$ cat src/rtl/cpu_pkg.sv
// Shared definitions for the tiny CPU core: datapath widths, reset vector,
// opcode encodings and the jump-target field of an instruction word.
package cpu_pkg;

    localparam int CPU_AWIDTH = 16;
    localparam int CPU_DWIDTH = 16;
    localparam logic [CPU_AWIDTH-1:0] CPU_RESET_PC = '0;

    typedef enum logic [3:0] {
        OP_MOV = 4'b0000,
        OP_ADD = 4'b0010,
        OP_SUB = 4'b0101,
        OP_OR  = 4'b1001,
        OP_JMP = 4'b1010
    } opcode_e;

    localparam int JMP_TGT_MSB = 7;
    localparam int JMP_TGT_LSB = 0;

    // Jump immediates are 8 bits and zero-extended to a full address.
    function automatic logic [CPU_AWIDTH-1:0] jump_target(input logic [CPU_DWIDTH-1:0] instr);
        return {{(CPU_AWIDTH - (JMP_TGT_MSB - JMP_TGT_LSB + 1)){1'b0}}, instr[JMP_TGT_MSB:JMP_TGT_LSB]};
    endfunction

endpackage

$ cat src/rtl/fetch_fifo.sv
// Small synchronous prefetch queue of {instr, pc} entries with simultaneous
// push/pop and a synchronous flush; the head reads as zero when empty.
module fetch_fifo #(
    parameter int WIDTH = 32,
    parameter int DEPTH = 2
) (
    input  logic             clk,
    input  logic             rst,
    input  logic             i_flush,
    input  logic             i_push,
    input  logic             i_pop,
    input  logic [WIDTH-1:0] i_data,
    output logic [WIDTH-1:0] o_data,
    output logic             o_empty,
    output logic             o_full
);

    localparam int PW = $clog2(DEPTH);
    localparam int CW = $clog2(DEPTH + 1);
    localparam logic [CW-1:0] FULL_CNT = CW'(DEPTH);

    logic [WIDTH-1:0] r_mem [DEPTH];
    logic [PW-1:0]    r_wr;
    logic [PW-1:0]    r_rd;
    logic [CW-1:0]    r_count;

    // NOTE: state registers use non-blocking assignments so every flop samples pre-edge values.
    always_ff @(posedge clk or negedge rst) begin
        if (!rst) begin
            r_wr    <= '0;
            r_rd    <= '0;
            r_count <= '0;
        end else if (i_flush) begin
            r_wr    <= '0;
            r_rd    <= '0;
            r_count <= '0;
        end else begin
            if (i_push) r_wr <= r_wr + 1'b1;
            if (i_pop)  r_rd <= r_rd + 1'b1;
            case ({i_push, i_pop})
                2'b10:   r_count <= r_count + 1'b1;
                2'b01:   r_count <= r_count - 1'b1;
                default: r_count <= r_count;
            endcase
        end
    end

    // NOTE: storage has no reset; the zero-when-empty output mux hides stale contents.
    always_ff @(posedge clk) begin
        if (i_push && !i_flush) r_mem[r_wr] <= i_data;
    end

    assign o_empty = (r_count == '0);
    assign o_full  = (r_count == FULL_CNT);
    assign o_data  = o_empty ? '0 : r_mem[r_rd];

endmodule

$ cat src/rtl/ifetch_ctrl.sv
// Instruction-fetch controller: owns the pc, requests ROM words into the
// prefetch queue and flushes/restarts on jump redirects from execute.
module ifetch_ctrl
    import cpu_pkg::*;
#(
    parameter int              AWIDTH   = CPU_AWIDTH,
    parameter int              DWIDTH   = CPU_DWIDTH,
    parameter int              DEPTH    = 2,
    parameter logic [AWIDTH-1:0] RESET_PC = AWIDTH'(CPU_RESET_PC)
) (
    input  logic              clk,
    input  logic              rst,
    input  logic              run,
    output logic [AWIDTH-1:0] rom_addr,
    output logic              rom_ready,
    input  logic [DWIDTH-1:0] rom_data,
    input  logic              rom_valid,
    output logic              instr_valid,
    input  logic              instr_ready,
    output logic [DWIDTH-1:0] instr_data,
    output logic [AWIDTH-1:0] instr_pc,
    input  logic              redirect,
    input  logic [AWIDTH-1:0] redirect_addr,
    output logic              empty
);

    logic [AWIDTH-1:0]        r_pc;
    logic                     w_push;
    logic                     w_pop;
    logic                     w_full;
    logic                     w_empty;
    logic [DWIDTH+AWIDTH-1:0] w_head;

    // Redirect masks both handshakes so the flush never races a push or pop.
    assign instr_valid = ~w_empty & ~redirect;
    assign w_pop       = instr_valid & instr_ready;
    assign rom_ready   = rst & run & ~redirect & (~w_full | w_pop);
    assign w_push      = rom_ready & rom_valid;

    assign rom_addr    = r_pc;
    assign empty       = w_empty;
    assign instr_data  = w_head[DWIDTH+AWIDTH-1:AWIDTH];
    assign instr_pc    = w_head[AWIDTH-1:0];

    always_ff @(posedge clk or negedge rst) begin
        if (!rst) begin
            r_pc <= RESET_PC;
        end else if (redirect) begin
            r_pc <= redirect_addr;
        end else if (w_push) begin
            r_pc <= r_pc + 1'b1;
        end
    end

    fetch_fifo #(
        .WIDTH (DWIDTH + AWIDTH),
        .DEPTH (DEPTH)
    ) u_fifo (
        .clk     (clk),
        .rst     (rst),
        .i_flush (redirect),
        .i_push  (w_push),
        .i_pop   (w_pop),
        .i_data  ({rom_data, r_pc}),
        .o_data  (w_head),
        .o_empty (w_empty),
        .o_full  (w_full)
    );

endmodule

$ cat config.mk
export PLATFORM = sky130hd
export DESIGN_NAME = ifetch_ctrl
export DESIGN_NICKNAME = d
export VERILOG_FILES = /design/src/rtl/cpu_pkg.sv /design/src/rtl/fetch_fifo.sv /design/src/rtl/ifetch_ctrl.sv
export SDC_FILE = /design/constraint.sdc
export NUM_CORES = 1
export LEC_CHECK = 0
export BUFFER_PORTS_ARGS = -buffer_cell sky130_fd_sc_hd__buf_2
export CAP_MARGIN = 25
export CORE_ASPECT_RATIO = 0.5
export CORE_MARGIN = 2
export CORE_UTILIZATION = 57
export DETAILED_ROUTE_END_ITERATION = 6
export HOLD_SLACK_MARGIN = 0.03
export PLACE_DENSITY = 0.85
export SLEW_MARGIN = 20
export SYNTH_ARGS = -nofsm -noshare
export SYNTH_HDL_FRONTEND = slang
export SYNTH_SLANG_ARGS = --single-unit
$ cat constraint.sdc
create_clock -name clk -period 7.65 [get_ports clk]
set_input_delay 1.1475 -clock clk [delete_from_list [all_inputs] [get_ports clk]]
set_output_delay 1.1475 -clock clk [all_outputs]
set_load 0.02 [all_outputs]
==> impl_metrics.ini, run 1 <==
[clocking]
clk_pin_slew_worst_paths_ns = 0.06
h-tree-depth = 3
cts_root_buf = clkbuf_16
numClockSinks = 84
cts_resized = 0
cts_tree = yes
clk_path_buf_depth = 2
insertion_delay_ns = 0.34
postCtsHoldBufs = 0
cts_buffers = 9
postCtsSetupBuffers = 0

[synthesis]
ys_seq_area_frac = 0.6807
synth_edf_count = 64
synthTopCellsByArea = edfxtp_1, dfrtp_1, mux2i_1, nor2_1, nand2_1
ys_ff_latch = 84
synthesis.area_sq_mm = 0.003558
async_flop_share = 0.2381
synthFlopType = edfxtp_1
synth_top_area_frac = 0.5401
avgSynthCellArea_sq_um = 13.58
synth_common_cells = edfxtp_1, nor2_1, mux2i_1
yosysMostFrequentCell = edfxtp_1
synthDistinctLibCells = 42
yosysWarnings = 0
synthCells = 262
yosysTopAreaCell = edfxtp_1
synth_nets = 301

[sta]
min_period_ns = 3.186
min_period_over_period = 0.4164
setup_viol = 0
clock_skew_ns = 0.005378
rsz0062_at_grt = no
hold_violations = 0
tns_ns = 0
relSlewSlack = 0.3712
worstMarginPinSlew_ns = 0.9432
final_max_slew_viol_count = 0
fmax_mhz = 313.9

[setup_path]
crit_slowest_cell = nor3b_1
cp_max_fo = 5
crit_type = input port to output port
critPathCaptureType = output port
crit_path_cell_trace = buf_2 -> nor3b_1 -> nor3_1 -> buf_2
cp.buffers_inverters = 2
crit_top_cell = buf_2
slowest_delay_ns = 0.48
start_kind = input port
required_ns = 6.50
crit_family = simple AND/OR/NAND/NOR gates
arrival_ns = 2.04

[layout]
utilization = 0.7244
drive_gt1_frac = 0.3202
diodes = 0
nNetsFinal = 390
fin_cells = 444
syn_to_final_growth_pct = 23.28

[routing]
dr.pass1.iters = 5
wl_met1_microns = 3159
first_iter_violations = 218
ant_nets = 0
topRoutingLayerUsed = met4
viasPerCell = 5.660
dr_wl_met2_microns = 3710
wirelength_microns = 7569
drc_errors = 0
detail_route.wl_per_cell_microns = 17.05
dr_wl_met3_microns = 531
vias = 2513

[global_route]
grtUsageTotal = 0.2310
grt_pass1_vias = 2361
grt_start_max_net_pins = 35
grt_overflow = 0
antenna_found_initial = 0
grt_pass1_wl_microns = 11810

[place]
hpwlAfterDp_microns = 4867
portBuffers = 88
place_inst = 428
globalplace.congestion = 0.8493

[floorplan]
start_util = 0.5876
die_w_microns = 115.7
ios = 89
design.die.area_sq_mm = 0.006929
fp.dieH_microns = 59.87
core_area_sq_mm = 0.006056
row_count = 20

[hold_path]
min-delay-path-class = flip-flop to flip-flop

[job]
drv_cap = 0

[pwr]
power.density_mw_per_mm2 = 244.4
irDropWorstVdd_uv = 143.4
power.leakage_nw = 1.715

[run_status]
status = finished clean
==> sequential cells by signal, summed over array words and instances, names as in the netlist <==
name,count
u_fifo.r_wr,1
u_fifo.r_count,2
u_fifo.r_mem,64
rom_addr,16
u_fifo.r_rd,1
==> kinds of logic after synthesis <==
kind of cell             after synthesis  share of synthesized area
flip-flops                            84                     0.6807
multiplexers                          33                    0.09283
AND/OR/NAND/NOR                       90                     0.1227
adder cells (fa/ha/maj)                1                   0.003516
AO/OA/AOI/OAI                         35                    0.07208
XOR/XNOR                               4                   0.009847
buffers and inverters                 15                    0.01829
==> stage by stage <==
stage | worst slack, ns | cell area, sq um | hold slack [ns] | total power, W
floorplan | 4.041 | 3558 | 0.5153 | 0.0005967
global placement | 4.330 | 4081 | 0.5564 | 0.0006377
detailed placement | 4.251 | 4081 | 0.5531 | 0.0006423
CTS | 4.484 | 4387 | 0.5720 | 0.001077
global route | 4.389 | 4387 | 0.5986 | 0.001111
finish | 4.464 | 4387 | 0.5768 | 0.001072
==> metal layers <==
layer  GRT usage  vias to the layer above
li1            -                     1173
met1      0.3045                     1205
met2      0.3684                      115
met3     0.06795                       20
met4     0.09524                        0
met5           0                        -
==> layout by cell type (no fill, tap or decap), drive strengths merged, types with 2 or more instances in the layout <==
| cell type | n |
|---|---|
| a22oi | 3 |
| nor3b | 2 |
| clkinvlp | 2 |
| nor2 | 42 |
| a21o | 2 |
| xor2 | 2 |
| a21oi | 3 |
| a221o | 5 |
| nand4 | 3 |
| and3 | 3 |
| or4 | 3 |
| mux2i | 33 |
| clkbuf | 9 |
| xnor2 | 2 |
| nand2 | 14 |
| nand3 | 10 |
| or3 | 2 |
| inv | 6 |
| o211ai | 5 |
| dfrtp | 20 |
| o311ai | 3 |
| buf | 90 |
| o21ai | 9 |
| or3b | 2 |
| edfxtp | 64 |
| nor3 | 3 |
==> power breakdown <==
| part | leakage, nW | switching [W] | internal (W) |
|---|---|---|---|
| logic | 0.743 | 0.0000620 | 0.0000400 |
| registers | 0.828 | 0.0000248 | 0.000508 |
| clock network | 0.143 | 0.000181 | 0.000257 |
==> final cells by class <==
type,count,area (sq um)
tap,88,110.1
multi-input combinational,163,1081
clock buffer,9,225.2
inverter,3,11.26
clock inverter,7,80.08
timing repair buffer,90,455.4
fill,418,1669
sequential,84,2424
==> worst reg2reg max path: stages (launching register included) <==
cell and delay, ns:
dfrtp_1 0.45, or3b_1 0.27, nand2_1 0.26, nor2_4 0.79
==> worst paths after layout <==
check,startpoint,end,slack (ns),cells past startpoint
worst max-delay path,instr_ready,rom_ready,4.46,4
worst min-delay path,rom_addr[1],u_fifo.r_mem[1][1],0.58,0
worst max register to register,u_fifo.r_count[1],u_fifo.r_mem[0][15],5.48,3
worst min register to register,rom_addr[1],u_fifo.r_mem[1][1],0.58,0
max in group asynchronous,rst,u_fifo.r_rd,6.53,1
min in group asynchronous,rst,rom_addr[9],0.76,1
(Power assumes the default switching activity.)
==> run 2: changes to the inputs <==
- CORE_UTILIZATION: 57 -> 48
- PLACE_DENSITY: 0.85 -> 0.76
- clock period: 7.65 -> 2.9 ns (I/O delays scaled with it)
==> impl_metrics.ini, run 2 (synthesis gave the netlist of run 1 again) <==
[run_status]
status = finished clean

[setup_path]
arrival_ns = 1.85
worst-r2r-cell-count = 4
r2r-end = u_fifo.r_mem[0][3]
crit_type = flip-flop to output port
timing.rr.start = u_fifo.r_count[1]
critPathCaptureType = output port
cp_max_fo = 20
cp.buffers_inverters = 2
crit_path_cell_trace = buf_4 -> mux2i_1 -> nor2_1 -> buf_2
required_ns = 2.47
start_kind = flip-flop
slowest_delay_ns = 0.62
cp_num_cells = 4
crit_family = flip-flops
regToRegSetupSlack_ns = 0.90
crit_slowest_cell = dfrtp_2

[sta]
setup_viol = 0
hold_violations = 0
relSlewSlack = 0.5614
final_max_slew_viol_count = 0
tns_ns = 0
min_period_ns = 2.289
fmax_mhz = 436.9
rsz0062_at_grt = no
min_period_over_period = 0.7892
worstMarginPinSlew_ns = 0.6579
clock_skew_ns = 0.004608

[layout]
drive_gt1_frac = 0.3231
nNetsFinal = 394
final_cell_mix = buf_2, edfxtp_1, nor2_1
final_common_cell = buf_2
syn_to_final_growth_pct = 24.65
diodes = 0
largest_register_ffs = 64
regMostFlops = u_fifo.r_mem
utilization = 0.6104
stdcell_area_sq_mm = 0.004436

[global_route]
grt_use_met2 = 0.3500
met3_usage = 0.05450
busiest_layer = met2
grt_overflow = 0
grt_pass1_wl_microns = 12160
antenna_found_initial = 0
grt_pass1_vias = 2463
grt_start_max_net_pins = 35
grtUsageTotal = 0.1925
gr-usage-met1 = 0.2375

[clocking]
h-tree-depth = 3
clk_pin_slew_worst_paths_ns = 0.06
numClockSinks = 84
cts_resized = 0
postCtsHoldBufs = 0
cts_buffers = 9
cts_root_buf = clkbuf_16
insertion_delay_ns = 0.32
clk_path_buf_depth = 2
cts_tree = yes
postCtsSetupBuffers = 0

[pwr]
p_sw_w = 0.0006636
p_seq_frac = 0.503
finalPower_w = 0.002773
swShare = 0.2393
power.leakage_nw = 1.737
power.density_mw_per_mm2 = 625.3
p_comb_frac = 0.101
internal-power_w = 0.002110
power_frac_clock = 0.396
irDropWorstVdd_uv = 457.2

[routing]
vias = 2464
first_iter_violations = 161
dr.pass1.iters = 5
detail_route.wl_per_cell_microns = 16.60
wirelength_microns = 7554
ant_nets = 0
viasPerCell = 5.415
drc_errors = 0

[job]
drv_cap = 0

[floorplan]
fp.dieH_microns = 64.89
start_util = 0.4897
ios = 89
design.die.area_sq_mm = 0.008160
core_area_sq_mm = 0.007267
die_w_microns = 125.8
row_count = 22

[hold_path]
min-delay-path-class = input port to async pin

[place]
hpwlAfterDp_microns = 5014
place_area_sq_mm = 0.004146
portBuffers = 88
globalplace.congestion = 0.7708
==> run 2: worst reg2reg max path, delay by kind of cell, from the launching register on <==
kind / cells / cell delay [ns]
AND/OR/NAND/NOR: 3 / 1.02
flip-flops: 1 / 0.43
buffers and inverters: 1 / 0.24
==> run 2: metal layers <==
layer / share of wire / routed length (microns) / vias to the layer above
li1: - / - / 1180
met1: 0.42 / 3179 / 1217
met2: 0.52 / 3960 / 65
met3: 0.053 / 397 / 2
met4: 0.0023 / 17 / 0
met5: 0 / 0 / -
==> run 2: stage by stage <==
stage                     cells  setup slack, ns  hold slack, ns
after floorplan             262         0.003557          0.1394
after global placement      440           0.7748          0.4363
after detailed placement    440           0.7202          0.4406
after CTS                   455           0.5704         0.09460
after global routing        455           0.4411          0.1316
final                       455           0.6114         0.09373
==> run 2: worst max-delay path by stage <==
stage                startpoint            endpoint
finish              u_fifo.r_rd      instr_data[13]
detailed placement     redirect  u_fifo.r_mem[0][0]
CTS                 u_fifo.r_rd      instr_data[11]
global route        u_fifo.r_rd      instr_data[11]
floorplan              redirect  u_fifo.r_mem[0][0]
global placement       redirect  u_fifo.r_mem[0][0]
==> run 2: area by class of cell <==
type                       count  area [sq um]
fill                         576          2831
sequential                    84          2424
multi-input combinational    163          1081
timing repair buffer          94         510.5
clock buffer                   9         225.2
tap                           96         120.1
clock inverter                 6         63.81
inverter                       3         11.26
==> run 2: power by group through the flow <==
stage	Sequential, W	Clock, W	Combinational, W
6_report	0.00139	0.00110	0.000280
5_1_grt	0.00140	0.00116	0.000307
4_1_cts	0.00139	0.00111	0.000283
3_5_place_dp	0.00142	0	0.000281
3_3_place_gp	0.00141	0	0.000275
2_1_floorplan	0.00142	0	0.000150
==> run 3: changes to the inputs <==
- clock period: 2.9 -> 1.96 ns (I/O delays scaled with it)
==> impl_metrics.ini, run 3 (synthesis gave the netlist of run 1 again) <==
[sta]
final_max_slew_viol_count = 0
hold_violations = 0
holdWs_ns = 0.1509
clock_skew_ns = 0.003240
worstMarginPinSlew_ns = 0.7857
min_period_ns = 1.872
tns_ns = 0
setup_viol = 0
fin_ws_ns = 0.08832
rsz0062_at_grt = no
min_period_over_period = 0.9549
fmax_mhz = 534.3
relSlewSlack = 0.4762

[layout]
regMostFlops = u_fifo.r_mem
nNetsFinal = 406
register_area_sq_mm = 0.002424
largest_register_ffs = 64
fin_cells = 468
final_cell_mix = buf_2, edfxtp_1, nor2_1
multi_input_area_sq_mm = 0.001085
diodes = 0
syn_to_final_growth_pct = 27.71
final_common_cell = buf_2
n_fill_cell = 557
drive_gt1_frac = 0.3495

[global_route]
antenna_found_initial = 0
grt_pass1_wl_microns = 11920
gr-usage-met1 = 0.2309
busiest_layer = met2
met3_usage = 0.05450
grt_use_met2 = 0.3365
grt_pass1_vias = 2470
grtUsageTotal = 0.1934
grt_overflow = 0
grt_start_max_net_pins = 33

[clocking]
cts_root_buf = clkbuf_16
cts_buffers = 9
h-tree-depth = 3
numClockSinks = 84
cts_tree = yes
clk_pin_slew_worst_paths_ns = 0.06
insertion_delay_ns = 0.33
clk_path_buf_depth = 2

[pwr]
power_frac_clock = 0.380
internal-power_w = 0.003041
p_seq_frac = 0.505
p_sw_w = 0.001011
irDropWorstVdd_uv = 553.8
swShare = 0.2494
power.leakage_nw = 1.794
p_comb_frac = 0.114
power.density_mw_per_mm2 = 891.7

[place]
globalplace.congestion = 0.7930
hpwlAfterDp_microns = 5122
pre_cts_ws_ns = 0.1065
place_inst = 450
portBuffers = 88

[routing]
detail_route.wl_per_cell_microns = 16.17
ant_nets = 0
viasPerCell = 5.359
vias = 2508
dr.pass1.iters = 4
first_iter_violations = 211
wirelength_microns = 7567
drc_errors = 0

[setup_path]
arrival_ns = 1.58
cp_max_fo = 13
required_ns = 1.67
startpoint = u_fifo.r_rd
start_kind = flip-flop
critPathCaptureType = output port
worst-r2r-cell-count = 2
regToRegSetupSlack_ns = 0.11
crit_type = flip-flop to output port
timing.rr.start = u_fifo.r_count[1]

[hold_path]
hold_depth = 1
min-delay-path-class = input port to flip-flop
min-delay-start = rom_data[6]

[floorplan]
die_w_microns = 125.8
ios = 89
design.die.area_sq_mm = 0.008160
core_area_sq_mm = 0.007267
fp.dieH_microns = 64.89
row_count = 22
start_util = 0.4897

[job]
drv_cap = 0

[run_status]
status = finished clean
run 3: path summary, 6_finish.rpt:
kind | end
max | instr_pc[12]
min | u_fifo.r_mem[1][22]
max reg2reg | u_fifo.r_mem[1][29]
min reg2reg | u_fifo.r_mem[0][14]
max in group asynchronous | rom_addr[9]
min in group asynchronous | rom_addr[5]
run 3: per-layer routing:
metal	up-vias	wire length, microns
met1	1235	3196
li1	1205	-
met2	63	3925
met3	5	383
met4	0	62
met5	-	0
run 3: timing repair:
item                                   in CTS  in global routing
setup endpoints to repair                   0                 21
hold buffers                                1                  0
endpoints found under the hold margin      20                  0
buffers inserted                            0                  0
resized for setup                           0                  2
run 3: power by group through the flow:
stage                     logic, W  clock network, W  registers [W]
after floorplan           0.000223                 0        0.00211
final                     0.000464           0.00154        0.00205
after global placement    0.000448                 0        0.00208
after CTS                 0.000464           0.00156        0.00205
after detailed placement  0.000458                 0        0.00208
after global routing      0.000505           0.00164        0.00206
run 3: cell type report:
cell class	instances	area share
Sequential cell	84	0.5333
Multi-Input combinational cell	163	0.2387
Timing Repair Buffer	106	0.1379
Clock buffer	10	0.05039
Tap cell	96	0.02643
Clock inverter	6	0.01074
Inverter	3	0.002478
run 3: critical path, cell delays in order (launching register included):
cell	delay, ns
dfrtp_2	0.59
buf_12	0.21
mux2i_1	0.23
nor2_1	0.06
buf_2	0.15
run 3: per-stage QoR:
step	utilization	power, W	instance area (sq um)
3_3_place_gp	0.5828	0.002528	4235
2_1_floorplan	-	0.002330	3567
3_5_place_dp	0.5828	0.002542	4235
5_1_grt	0.6253	0.004204	4544
6_report	0.6253	0.004052	4544
4_1_cts	0.6224	0.004072	4523
